### src/rtl/parking_pkg.sv
// parking_pkg: shared sizes and FSM state encoding for the parking gate controller.
package parking_pkg;
    localparam int NUM_SLOTS = 8;
    localparam int SLOT_W    = 3;
    localparam int CNT_W     = 4;
    typedef enum logic [2:0] {
        S_IDLE,
        S_GRANT_ENTRY,
        S_GRANT_EXIT,
        S_REJECT_EXIT,
        S_GATE_OPEN
    } state_t;
endpackage

### src/rtl/parking_capacity_counter.sv
// parking_capacity_counter: popcount of occupied slots and the remaining free count.
module parking_capacity_counter
    import parking_pkg::*;
(
    input  logic [NUM_SLOTS-1:0] i_occ,
    output logic [CNT_W-1:0]     o_parked,
    output logic [CNT_W-1:0]     o_empty
);
    always_comb begin
        o_parked = '0;
        for (int i = 0; i < NUM_SLOTS; i++)
            o_parked = o_parked + CNT_W'(i_occ[i]);
        o_empty = CNT_W'(NUM_SLOTS) - o_parked;
    end
endmodule

### src/rtl/parking_gate_controller.sv
// parking_gate_controller: grants entry/exit moves, tracks slot occupancy, times the gate.
// Optional PARKING_STATS_EN adds a saturating total_entries counter output.
module parking_gate_controller
    import parking_pkg::*;
#(
    parameter int GATE_CYCLES = 4
) (
    input  logic                 clk,
    input  logic                 rst,
    input  logic                 entry_req,
    input  logic                 exit_req,
    input  logic [SLOT_W-1:0]    exit_slot,
    output logic                 entry_ack,
    output logic [SLOT_W-1:0]    entry_slot,
    output logic                 exit_ack,
    output logic                 exit_err,
    output logic                 gate_open,
    output logic [NUM_SLOTS-1:0] occupancy,
    output logic [CNT_W-1:0]     parked,
    output logic [CNT_W-1:0]     empty,
`ifdef PARKING_STATS_EN
    output logic [7:0]           total_entries,
`endif
    output logic                 full
);
    state_t                 r_state, w_next;
    logic [NUM_SLOTS-1:0]   r_occ;
    logic                   r_last_exit;
    logic [CNT_W-1:0]       r_cnt;
    logic [SLOT_W-1:0]      w_free_slot;
    logic                   w_entry_ok, w_exit_hit, w_exit_pick;

    // Lowest-index free slot wins.
    always_comb begin
        w_free_slot = '0;
        for (int i = NUM_SLOTS - 1; i >= 0; i--)
            if (!r_occ[i]) w_free_slot = SLOT_W'(i);
    end

    assign w_entry_ok  = entry_req & ~full;
    assign w_exit_hit  = exit_req & r_occ[exit_slot];
    // Exit yields to a competing entry only when exit was the side served last.
    assign w_exit_pick = exit_req & (~w_entry_ok | ~r_last_exit);

    always_comb begin
        w_next = r_state;
        case (r_state)
            S_IDLE:        w_next = w_exit_pick ? (w_exit_hit ? S_GRANT_EXIT : S_REJECT_EXIT)
                                  : w_entry_ok ? S_GRANT_ENTRY : S_IDLE;
            S_GRANT_ENTRY: w_next = S_GATE_OPEN;
            S_GRANT_EXIT:  w_next = S_GATE_OPEN;
            S_REJECT_EXIT: w_next = S_IDLE;
            S_GATE_OPEN:   w_next = (r_cnt == CNT_W'(GATE_CYCLES - 1)) ? S_IDLE : S_GATE_OPEN;
            default:       w_next = S_IDLE;
        endcase
    end

    always_ff @(posedge clk or posedge rst) begin
        if (rst) begin
            r_state     <= S_IDLE;
            r_occ       <= '0;
            r_last_exit <= 1'b0;
            r_cnt       <= '0;
        end else begin
            r_state <= w_next;
            r_cnt   <= (r_state == S_GATE_OPEN) ? r_cnt + 1'b1 : '0;
            if (r_state == S_GRANT_ENTRY) begin
                r_occ[w_free_slot] <= 1'b1;
                r_last_exit        <= 1'b0;
            end
            if (r_state == S_GRANT_EXIT) begin
                r_occ[exit_slot] <= 1'b0;
                r_last_exit      <= 1'b1;
            end
        end
    end

`ifdef PARKING_STATS_EN
    logic [7:0] r_total;
    always_ff @(posedge clk or posedge rst) begin
        if (rst)
            r_total <= '0;
        else if (r_state == S_GRANT_ENTRY && r_total != 8'hFF)
            r_total <= r_total + 8'd1;
    end
    assign total_entries = r_total;
`endif

    parking_capacity_counter u_cap (
        .i_occ    (r_occ),
        .o_parked (parked),
        .o_empty  (empty)
    );

    assign entry_ack  = (r_state == S_GRANT_ENTRY);
    assign entry_slot = w_free_slot;
    assign exit_ack   = (r_state == S_GRANT_EXIT);
    assign exit_err   = (r_state == S_REJECT_EXIT);
    assign gate_open  = (r_state == S_GATE_OPEN);
    assign occupancy  = r_occ;
    assign full       = (parked == CNT_W'(NUM_SLOTS));
endmodule

### config.mk
export PLATFORM = sky130hd
export DESIGN_NAME = parking_gate_controller
export DESIGN_NICKNAME = d
export VERILOG_FILES = /design/src/rtl/parking_pkg.sv /design/src/rtl/parking_capacity_counter.sv /design/src/rtl/parking_gate_controller.sv
export SDC_FILE = /design/constraint.sdc
export NUM_CORES = 1
export LEC_CHECK = 0
export BUFFER_PORTS_ARGS = -buffer_cell sky130_fd_sc_hd__buf_4
export CORE_MARGIN = 2
export CORE_UTILIZATION = 50
export CTS_CLUSTER_DIAMETER = 120
export CTS_CLUSTER_SIZE = 14
export DETAILED_ROUTE_END_ITERATION = 16
export GPL_ROUTABILITY_DRIVEN = 0
export PLACE_DENSITY = 0.77
export SLEW_MARGIN = 25
export SYNTH_ARGS = -nofsm -noshare
export SYNTH_HDL_FRONTEND = slang
export SYNTH_SLANG_ARGS = --single-unit
### constraint.sdc
create_clock -name clk -period 5.23 [get_ports clk]
set_input_delay 1.569 -clock clk [delete_from_list [all_inputs] [get_ports clk]]
set_output_delay 1.569 -clock clk [all_outputs]
set_load 0.02 [all_outputs]
==> metrics.md <==
| Metric | Value |
|---|---|
| Crit path cell chain | inv_2 -> ha_1 -> inv_1 -> fa_1 -> fa_1 -> inv_1 -> fa_2 -> fa_2 -> inv_1 -> ha_2 -> xnor2_1 -> buf_4 |
| CTS hold repair buffers | 0 |
| Worst reg-to-reg path cell count | 12 |
| Clk buf depth | 2 |
| Vias in the first global route | ~850 |
| Initial cell density of the core | 53.8% |
| Final setup fails | 0 |
| Worst EP arrival | 3570 ps |
| CTS root buf | clkbuf_4 |
| FF+latch area | 400 um2 |
| Placed Cells | 166 |
| Synth cell types | 34 |
| Clk_lat worst skew | 290 ps |
| Dpl hpwl | 1.79 mm |
| Synth Area per Inst | 9.69 um2 |
| Initial DRC Count | 13 |
| Dominant cell type by area after synthesis | dfrtp_1 |
| Worst-path clk slew | around 90 ps |
| Buf+Inv Stages, Crit Path | 5 |
| Reg2reg start | occupancy[0] |
| Synth warnings | 0 |
| Hold Slack | 487 ps |
| Finished Layout Cells | 173 |
| WP depth | 12 |
| Crit path max-delay family | adder cells |
| Post-route cell area | 0.00140 mm2 |
| Mapped Cells | 110 |
| CTS Sinks | 16 |
| Commonest non-fill, non-tap cell in the layout | buf_4 |
| RR Endpoint | r_state[0] |
| Area of the multi-input gates | 619 um2 |
| Most used cell, CP | inv_1 |
| Total track usage | 20.5% |
| Post-DRT Antenna Nets | 0 |
| Synthesis-to-layout area growth | 31.5% |
| Core area | 0.00198 mm2 |
| Max_cap viols | 0 |
| Sequential area share after synthesis | 37.6% |
| Max Clock Skew | 3.22 ps |
| R2r setup slk | 1910 ps |
| CP Data Required Time | around 3700 ps |
| Nets@finish | 164 |
| # IOs | 31 |
| Top cells by area, synth | dfrtp_1 (38%), fa_1 (7.5%), ha_1 (7.0%) |
| Inserted Clock Buffers | 3 |
| Startpoint Class | register |
| Fill cell count | about 160 |
| Via density | 5.31 |
| Inserted Diodes | 0 |
| Vias post-DR | 919 |
| Min Tclk post-route | approximately 5000 ps |
| Period utilization | between 90 and 100% |
| DIE WIDTH | 50.2 um |
| Run status | complete, no violations |
| Syn Nets | 127 |
| Syn Std Cell Area | 0.00107 mm2 |
| H-tree levels | 1 |
| Max incr delay on CP | 580 ps |
| Critical Path End | empty[2] |
| Commonest cells after routing, fill and taps aside | buf_4 (33), inv_1 (16), dfrtp_1 (16), a21oi_1 (9), nor2_1 (9) |
| Relative slew slack | 59.5% |
| Peak Freq | roughly 190 MHz |
| Post-DR wirelength/cell | 13.9 um |
| # port buffers | 30 |
| Post-synth top area share | 37.6% |
| Crit-path slowest cell | fa_2 |
| Share of layout cells above drive strength 1 | approximately a third |
| Initial antenna violation count | 0 |
| WL final | 2.41 mm |
| Hold Crit Class | reg -> reg |
| Die footprint | 0.00252 mm2 |
| Height of the chip | 50.2 um |
| Placed Instance Area | 0.00132 mm2 |
| Largest net degree at the start of global routing | 17 |
| Slew Viols, Final | 0 |
| Yosys reg bits | 16 |
| Site Rows | 16 |
| Critical Path Start | occupancy[0] |
| Hold Violations, Final | 0 |
| First-pass GRT wire length | approximately 3.9 mm |
| Overflow after GRT | 0 |
| Drc violations | 0 |
| CTS tree | done |
| Slew @ Worst Pin | 606 ps |
| Crit. End Element | output pin |
| First-pass iteration count of the detailed router | 4 |
| Critical Path Fanout Max | 3 |
| WS Path Type | reg -> out |
[flip-flops by register name, summed over array words and instances, names as in the netlist]
register / cells
occupancy: 8
r_cnt: 4
r_last_exit: 1
r_state: 3
[logic make-up after synthesis]
kind of cell	after synthesis	synth area share, %
muxes	3	4.23
AOI/OAI and AO/OA	24	14.4
DFF	16	37.6
adders and majority gates	10	14.6
buffers and inverters	18	6.69
and+or+nand+nor	33	17.6
xor gates and xnor gates	6	4.93
[repair_timing]
item                       CTS  global route
resized for setup            0             7
buffers inserted             2             1
pin swaps                    0             2
setup endpoints to repair    3             3
gates cloned                 0             0
[per-stage QoR]
| stage | TNS, ps | utilization, % | setup slack (ps) |
|---|---|---|---|
| 6_report | 0 | 70.7 | 86.2 |
| 5_1_grt | -85.2 | 70.7 | -85.2 |
| 4_1_cts | 0 | 69.1 | 34.1 |
| 3_5_place_dp | 0 | 66.5 | 257 |
| 3_3_place_gp | 0 | 66.5 | 338 |
| 2_1_floorplan | 0 | - | 49.7 |
[synth_stat cells (all sizes together)]
master   n
xnor2    3
dfrtp   16
ha       6
mux4     1
nor2    10
and3     2
o21ai    1
a21oi    9
xor2     3
and2b    1
nand3    2
a22oi    1
a41oi    1
nor2b    3
inv     17
a22o     1
a221oi   1
and2     1
mux2     2
a21o     1
nor3b    2
nand2b   2
nand2    5
a211oi   2
a41o     1
a31oi    5
buf      1
nor3     3
o22ai    1
and3b    1
or3b     1
fa       4
[worst reg2reg max path: cells and delay by family, from the launching register on]
family                   cells  cell delay (ps)
buffers and inverters        4              270
AND/OR/NAND/NOR              1               90
flip-flops                   1              380
AO/OA/AOI/OAI                1              230
adder cells (fa/ha/maj)      6             2260
[how the worst min path moves through the flow]
| stage | end | slack [ps] | cells after the start | start |
|---|---|---|---|---|
| 3_3_place_gp | r_cnt[0] | 460 | 1 | r_cnt[0] |
| 5_1_grt | r_cnt[0] | 510 | 1 | r_cnt[0] |
| 4_1_cts | r_cnt[0] | 480 | 1 | r_cnt[0] |
| 6_report | r_state[1] | 490 | 1 | r_last_exit |
| 2_1_floorplan | r_cnt[0] | 430 | 1 | r_cnt[0] |
| 3_5_place_dp | r_state[1] | 470 | 1 | r_last_exit |
[cell type report]
cell class / instances / area share (%)
Inverter: 17 / 4.55
Sequential cell: 16 / 28.6
Clock buffer: 4 / 2.59
Timing Repair Buffer: 33 / 17.7
Tap cell: 27 / 2.41
Multi-Input combinational cell: 76 / 44.2
[layer usage]
layer / vias to the layer above / global-route usage [%] / routed length, um
met5: - / 0 / 0
met4: 0 / 2.78 / 0
met3: 0 / 5.65 / 131
met2: 26 / 32.0 / 1160
met1: 437 / 29.1 / 1120
li1: 456 / - / -
Power is left out: the tool's default activity adds up to more than one toggle a clock period on the data nets, which glitch-free logic cannot reach.
